$ cat src/rtl/sevseg_pkg.sv
// rtl/sevseg_pkg.sv - shared BCD digit types and leading-zero mask helper
package sevseg_pkg;

    localparam int BCD_W = 4;
    localparam logic [BCD_W-1:0] BLANK_CODE_DEFAULT = 4'b1111;
    localparam int MAX_DIGITS = 16;
    localparam int MAX_IDX_W = $clog2(MAX_DIGITS);

    typedef logic [BCD_W-1:0] digit_t;

    // Bit i set means digit i is a leading zero; digit 0 is never blanked
    // and codes 10-15 count as significant.
    function automatic logic [MAX_DIGITS-1:0] lz_mask(
        input logic [MAX_DIGITS*BCD_W-1:0] digits,
        input int num
    );
        logic lead;
        lz_mask = '0;
        lead = 1'b1;
        for (int i = MAX_DIGITS - 1; i >= 0; i--) begin
            if (i < num) begin
                if (i == 0 || digits[i*BCD_W +: BCD_W] != '0) begin
                    lead = 1'b0;
                end
                lz_mask[i] = lead;
            end
        end
    endfunction

endpackage

$ cat src/rtl/sevseg_prescaler.sv
// rtl/sevseg_prescaler.sv - per-slot terminal-count counter with guard window
module sevseg_prescaler #(
    parameter int PRESCALE = 50000,
    parameter int GUARD    = 2
) (
    input  logic clk,
    input  logic rst,
    output logic slot_tick,
    output logic in_guard
);

    localparam int CW = $clog2(PRESCALE);

    logic [CW-1:0] cnt;

    assign slot_tick = (cnt == CW'(PRESCALE - 1));
    assign in_guard  = (int'(cnt) < GUARD);

    always_ff @(posedge clk) begin
        if (rst) begin
            cnt <= '0;
        end else if (slot_tick) begin
            cnt <= '0;
        end else begin
            cnt <= cnt + 1'b1;
        end
    end

endmodule

$ cat src/rtl/sevseg_scan.sv
// rtl/sevseg_scan.sv - multiplexed seven-segment scan driver with frame-synchronous load
module sevseg_scan
    import sevseg_pkg::*;
#(
    parameter int NUM_DIGITS = 4,
    parameter int PRESCALE   = 50000,
    parameter int GUARD      = 2,
    parameter logic [3:0] BLANK_CODE = BLANK_CODE_DEFAULT
) (
    input  logic                        clk,
    input  logic                        rst,
    input  logic                        load_valid,
    output logic                        load_ready,
    input  logic [4*NUM_DIGITS-1:0]     load_data,
    input  logic                        lz_blank_en,
    output logic [3:0]                  bcd_out,
    output logic [NUM_DIGITS-1:0]       digit_en,
    output logic                        frame_done
);

    localparam int SW = (NUM_DIGITS > 1) ? $clog2(NUM_DIGITS) : 1;
    localparam int DW = NUM_DIGITS * BCD_W;

    logic [DW-1:0]               active;
    logic [DW-1:0]               pending;
    logic                        pending_valid;
    logic [SW-1:0]               slot;
    logic [SW-1:0]               next_slot;
    logic                        slot_tick;
    logic                        in_guard;
    logic                        last_slot;
    logic                        boundary;
    logic                        xfer;
    logic [DW-1:0]               next_active;
    logic [MAX_DIGITS*BCD_W-1:0] lz_digits;
    logic [MAX_DIGITS-1:0]       mask;
    digit_t                      next_code;

    sevseg_prescaler #(
        .PRESCALE (PRESCALE),
        .GUARD    (GUARD)
    ) u_prescaler (
        .clk       (clk),
        .rst       (rst),
        .slot_tick (slot_tick),
        .in_guard  (in_guard)
    );

    assign last_slot  = (slot == SW'(NUM_DIGITS - 1));
    assign boundary   = slot_tick && last_slot;
    assign xfer       = load_valid && !pending_valid;
    assign next_slot  = last_slot ? '0 : slot + 1'b1;

    assign load_ready = !pending_valid;
    assign frame_done = boundary;
    assign digit_en   = in_guard ? '0 : (NUM_DIGITS'(1) << slot);

    // A load landing exactly on the boundary bypasses pending so it is
    // visible in the very next slot 0.
    always_comb begin
        next_active = active;
        if (boundary) begin
            if (pending_valid) begin
                next_active = pending;
            end else if (xfer) begin
                next_active = load_data;
            end
        end
    end

    // Code for the slot about to start, computed from the data that slot will show.
    always_comb begin
        lz_digits = '0;
        lz_digits[DW-1:0] = next_active;
        mask = lz_mask(lz_digits, NUM_DIGITS);
        next_code = next_active[next_slot*BCD_W +: BCD_W];
        if (lz_blank_en && mask[MAX_IDX_W'(next_slot)]) begin
            next_code = BLANK_CODE;
        end
    end

    always_ff @(posedge clk) begin
        if (rst) begin
            slot          <= '0;
            active        <= '0;
            pending       <= '0;
            pending_valid <= 1'b0;
            bcd_out       <= '0;
        end else begin
            active <= next_active;
            if (slot_tick) begin
                slot    <= next_slot;
                bcd_out <= next_code;
            end
            if (boundary) begin
                pending_valid <= 1'b0;
            end else if (xfer) begin
                pending       <= load_data;
                pending_valid <= 1'b1;
            end
        end
    end

endmodule

$ cat config.mk
export PLATFORM = sky130hd
export DESIGN_NAME = sevseg_scan
export DESIGN_NICKNAME = d
export VERILOG_FILES = /design/src/rtl/sevseg_pkg.sv /design/src/rtl/sevseg_prescaler.sv /design/src/rtl/sevseg_scan.sv
export SDC_FILE = /design/constraint.sdc
export NUM_CORES = 1
export LEC_CHECK = 0
export CAP_MARGIN = 20
export CORE_MARGIN = 2
export CORE_UTILIZATION = 45
export DETAILED_ROUTE_END_ITERATION = 8
export PLACE_DENSITY = 0.64
export SYNTH_ARGS = -nofsm -noshare
export SYNTH_HDL_FRONTEND = slang
export SYNTH_SLANG_ARGS = --single-unit
export TNS_END_PERCENT = 10
$ cat constraint.sdc
create_clock -name clk -period 3.3 [get_ports clk]
set_input_delay 0.495 -clock clk [delete_from_list [all_inputs] [get_ports clk]]
set_output_delay 0.495 -clock clk [all_outputs]
set_load 0.02 [all_outputs]
==> results.cfg, run 1 <==
[floorplan]
fp-row-count = 28
ios = 30
die-area_um2 = 6791
dieWidth_um = 82.41
die-height_um = 82.41
core-area_um2 = 5921
start_util_pct = 46.72

[synthesis]
synth_cell_types = 43
syn_area_um2 = 2766
synthArstFlopShare_pct = 0
syn_inst = 332
seq_area_frac_synth_pct = 39.80
synth-seq-cells = 55
synth_edf_count = 0
synth-warning-count = 0
synth_flop_cell = dfxtp_1
synth_nets = 357
avgSynthCellArea_um2 = 8.333

[clock_network]
tritoncts = yes
path_clk_slew_ps = 90
post-cts-setup-buffers = 0
hold_buffers = 0
cts_sinks = 55
cts-root-buf = clkbuf_8
clk_latency_ps = 310
htree_levels = 2
cts_resized = 0
cts_made_buffers = 5
cts_buffer_depth = 2

[finish]
final_cell_mix = dfxtp_1, nand2_1, nor2_1
fill_cells = 564
drive_gt1_share_pct = 6.742
diodes = 0
fin_nets = 380
areaGrowthSynthToFinish_pct = 16.19
final_area_um2 = 3214
fin_util_pct = 54.29
mostFrequentLayoutCell = dfxtp_1

[sta]
setup_viol = 0
drv_slew = 0
rsz0062_at_grt = no
skew_ps = 4.850
setup-tns-final_ps = 0
slew_headroom_pct = 51.20
fin_crit_ps = 2971
fmax_mhz = 336.5
holdWs_ps = 443.5
hold_viol = 0
fin_crit_sh_pct = 90.04
worstMarginPinSlew_ps = 730.0
setup_ws_ps = 328.6

[grt]
grt_first_pass_wirelength_um = 10330
grtUsageMet1_pct = 25.57
grt_pass1_vias = 2172
grt_overflow = 0
use_met3_pct = 3.370
gr-max-usage-layer = met2
antenna_found_initial = 0
grt_max_degree = 42
met2_usage_pct = 33.71
grt_usage_pct = 19.74

[placed_design]
port_buffers = 29
post-place-ws_ps = 354.7
place_area_um2 = 3114
dp_hpwl_um = 4440
routabilityCongestion = 0.8132

[job]
max-cap-violations = 0

[hold_path]
hold_class = flop to flop

[route]
totalWireLength_um = 6221
drt-vias-per-instance = 5.483
vias = 2363
drt_first_iter_violations = 155
routedWlPerCell_um = 14.43
first_pass_iters = 4
drc_errors = 0
ant_nets = 0

[critical_path]
path_cells = nor4_1 -> nand2_1 -> nor3_1 -> nand2_1 -> inv_1 -> clkdlybuf4s50_1
slowest_delay_ps = 640
cp_common_cell = nand2_1
worst_setup_path_end_kind = primary output
slowest_stage = clkdlybuf4s50_1
critPathLaunchType = flop
critical_path.top_delay_family = simple AND/OR/NAND/NOR gates
crit_type = flop to primary output
arrival_ps = 2480
path_buf_inv = 2
cp.required_ps = 2800
cp_max_fo = 6

[status]
status = completed

[power]
powerDensity_nw_per_um2 = 377.9
peakVddDrop_mv = 0.3577
p_leak_nw = 1.236
cells in the mapped netlist (2+ instances only):
cell type / n / area, µm²
a211oi_1: 2 / 15.01
a21oi_1: 29 / 145.1
a31oi_1: 4 / 25.02
a32o_1: 6 / 60.06
a32oi_1: 6 / 52.55
a41o_1: 3 / 30.03
and2_1: 4 / 25.02
and2b_1: 3 / 22.52
and3_1: 12 / 75.07
buf_2: 2 / 10.01
buf_6: 2 / 22.52
clkbuf_1: 15 / 56.30
dfxtp_1: 55 / 1101
ha_1: 5 / 62.56
inv_1: 10 / 37.54
mux2_2: 2 / 22.52
mux2i_1: 13 / 130.1
mux4_2: 2 / 45.04
nand2_1: 53 / 198.9
nand3_1: 6 / 30.03
nand4_1: 8 / 50.05
nor2_1: 40 / 150.1
nor3_1: 4 / 20.02
nor4_1: 4 / 25.02
o211ai_1: 2 / 15.01
o21ai_0: 6 / 30.03
o21bai_1: 4 / 30.03
or4_1: 3 / 22.52
xnor2_1: 7 / 61.31
xor2_1: 7 / 61.31
per-layer routing:
layer  share of wire, %  up-vias
met5                  0        -
li1                   -     1210
met3                3.9        6
met1                 47     1110
met2                 48       37
met4                1.2        0
cell type report:
type	count	area [µm²]	area share, %
sequential	55	1101	34.25
timing repair buffer	37	362.8	11.29
tap	75	93.84	2.919
multi-input combinational	246	1519	47.26
clock buffer	8	100.1	3.114
inverter	10	37.54	1.168
sequential cells by signal, summed over array words and instances, names as in the netlist:
signal,cells
u_prescaler.cnt,16
pending,16
pending_valid,1
active,16
bcd_out,4
slot,2
worst reg2reg max path: cells and delay by family (launching register included):
| kind | cells | cell delay (ps) |
|---|---|---|
| buf+inv | 1 | 230 |
| compound gates | 2 | 400 |
| simple gates | 4 | 1210 |
| fa+ha+maj | 1 | 260 |
| mux | 1 | 360 |
| flops | 1 | 430 |
cells by family after synthesis:
group | share of synthesized area, %
multiplexers | 7.146
XOR/XNOR | 4.432
AO/OA/AOI/OAI | 16.28
buffers and inverters | 5.291
AND/OR/NAND/NOR | 24.78
flip-flops | 39.80
adder cells (fa/ha/maj) | 2.261
report_power, final:
group          internal, mW  switching [mW]
registers             0.678          0.0123
clock network         0.192           0.213
logic                0.0532          0.0661
total                 0.923           0.291
stage by stage:
step                      power [mW]  instances
after floorplan               0.7697        332
after global placement        0.8243        423
after detailed placement      0.8252        423
after CTS                      1.228        431
after global routing           1.267        431
final                          1.215        431
final timing paths:
path | from | cells after the start | slack, ps | end
worst max-delay path | u_prescaler.cnt[12] | 6 | 330 | frame_done
worst min-delay path | u_prescaler.cnt[0] | 1 | 440 | u_prescaler.cnt[0]
worst max register to register | slot[0] | 9 | 340 | bcd_out[1]
worst min register to register | u_prescaler.cnt[0] | 1 | 440 | u_prescaler.cnt[0]
Note: power is estimated with default switching activity, not from simulation.
==> run 2: changes to the inputs <==
--- a/config.mk
+++ b/config.mk
@@ -10,6 +10,7 @@
 export CORE_UTILIZATION = 45
 export DETAILED_ROUTE_END_ITERATION = 8
 export PLACE_DENSITY = 0.64
+export SKIP_CTS_REPAIR_TIMING = 1
 export SYNTH_ARGS = -nofsm -noshare
 export SYNTH_HDL_FRONTEND = slang
 export SYNTH_SLANG_ARGS = --single-unit
==> results of run 2 <==
Final layout, timing and power as in run 1 (identical DEF).
==> run 3: changes to the inputs <==
--- a/config.mk
+++ b/config.mk
@@ -9,7 +9,9 @@
 export CORE_MARGIN = 2
 export CORE_UTILIZATION = 45
 export DETAILED_ROUTE_END_ITERATION = 8
-export PLACE_DENSITY = 0.64
+export DONT_BUFFER_PORTS = 1
+export GPL_TIMING_DRIVEN = 0
+export PLACE_DENSITY = 0.58
 export SKIP_CTS_REPAIR_TIMING = 1
 export SYNTH_ARGS = -nofsm -noshare
 export SYNTH_HDL_FRONTEND = slang
==> run 3 against run 2 <==
Effect of this change: first-iteration DRC count increased by 14%; cell count decreased by 3.0%; fmax decreased by 2.0%; clock skew increased by 6.0 ps; via count decreased by 2.0%; design area decreased by 7.4%; critical path depth increased by 3; combinational power decreased by 22%; critical path type is now flop to flop.
==> results.cfg, run 3 (synthesized netlist as in run 1, its figures left out) <==
[floorplan]
die-area_um2 = 6791
fp-row-count = 28
start_util_pct = 46.72
ios = 30
core-area_um2 = 5921
dieWidth_um = 82.41
die-height_um = 82.41

[placed_design]
routabilityCongestion = 0.8630
dp_hpwl_um = 5163
port_buffers = 0
post-place-cells = 407

[grt]
grt_first_pass_wirelength_um = 10710
grt_overflow = 0
gr-max-usage-layer = met2
grt_max_degree = 17
grt_pass1_vias = 2115
grt_usage_pct = 21.14
grtUsageMet1_pct = 30.36
use_met3_pct = 3.696
met2_usage_pct = 32.58
antenna_found_initial = 0

[finish]
diodes = 0
drive_gt1_share_pct = 7.289
fin_nets = 367
fin_util_pct = 50.30
mostFrequentLayoutCell = dfxtp_1
regArea_um2 = 1101
final_cell_mix = dfxtp_1, nand2_1, nor2_1
final_cell_count_no_fill = 418
multi_input_area_um2 = 1519
fill_cells = 589
reg.largest.list = active (16), pending (16), u_prescaler.cnt (16)
areaGrowthSynthToFinish_pct = 7.644

[sta]
skew_ps = 10.88
fin_crit_sh_pct = 91.88
hold_viol = 0
slew_headroom_pct = 56.51
drv_slew = 0
holdWs_ps = 301.1
setup_viol = 0
fmax_mhz = 329.8
rsz0062_at_grt = no
worstMarginPinSlew_ps = 652.3
setup-tns-final_ps = 0
fin_crit_ps = 3032

[route]
drt-vias-per-instance = 5.541
vias = 2316
drc_errors = 0
totalWireLength_um = 6870
drt_first_iter_violations = 176
first_pass_iters = 4
ant_nets = 0
routedWlPerCell_um = 16.44

[critical_path]
cp.required_ps = 3550
cp_max_fo = 6
crit_type = flop to flop
r2r_cells = 9
crit_path_start = slot[0]
critPathLaunchType = flop
worst_setup_path_end_kind = flop
arrival_ps = 3280
r2r_slack_ps = 270
r2r-start = slot[0]
crit_end = bcd_out[3]
reg2reg_to = bcd_out[3]

[clock_network]
path_clk_slew_ps = 100
tritoncts = yes
clk_latency_ps = 310
cts-root-buf = clkbuf_8
htree_levels = 2
cts_sinks = 55
cts_buffer_depth = 2
cts_made_buffers = 5

[power]
peakVddDrop_mv = 0.2080
powerDensity_nw_per_um2 = 395.1
p_leak_nw = 1.149

[hold_path]
hp-start = load_data[0]
hold_class = input port to flop
min_path_cells = 2

[job]
max-cap-violations = 0

[status]
status = completed
## run 3: report_power, final
part / internal [mW] / total, mW / switching, mW
registers: 0.678 / 0.688 / 0.0101
clock network: 0.173 / 0.395 / 0.223
logic: 0.0289 / 0.0928 / 0.0639
## run 3: worst max-delay path, stage by stage (launching register included)
cell      delay (ps)
dfxtp_1          450
ha_1             290
or4b_4           500
nor4_4           140
buf_4            200
mux2_2           340
nor2_1           240
nor4bb_1         360
o211ai_1         230
a31oi_1          210
## run 3: worst min-delay path by stage
stage,to
floorplan,u_prescaler.cnt[0]
global placement,u_prescaler.cnt[0]
detailed placement,u_prescaler.cnt[0]
CTS,pending[0]
global route,pending[0]
finish,pending[0]
## run 3: final cells by class
class	count	area share (%)
multi-input cells	246	51.01
flip-flops and latches	55	36.97
plain buffers	21	3.655
well taps	75	3.151
clock buffers	7	2.899
inverters	10	1.261
repair buffers	3	0.7563
clock inverters	1	0.2941
## run 3: metal layers
metal / up-vias / wire length [µm]
li1: 1188 / -
met3: 7 / 340
met5: - / 0
met2: 50 / 3085
met1: 1071 / 3373
met4: 0 / 71
## run 3: metrics by stage
step                power, mW  area (µm²)  worst slack (ps)
global route            1.226        2978             110.2
CTS                     1.186        2955             68.97
global placement       0.7957        2860             132.6
detailed placement     0.7967        2860             99.36
floorplan              0.7697        2766             675.3
finish                  1.177        2978             267.9
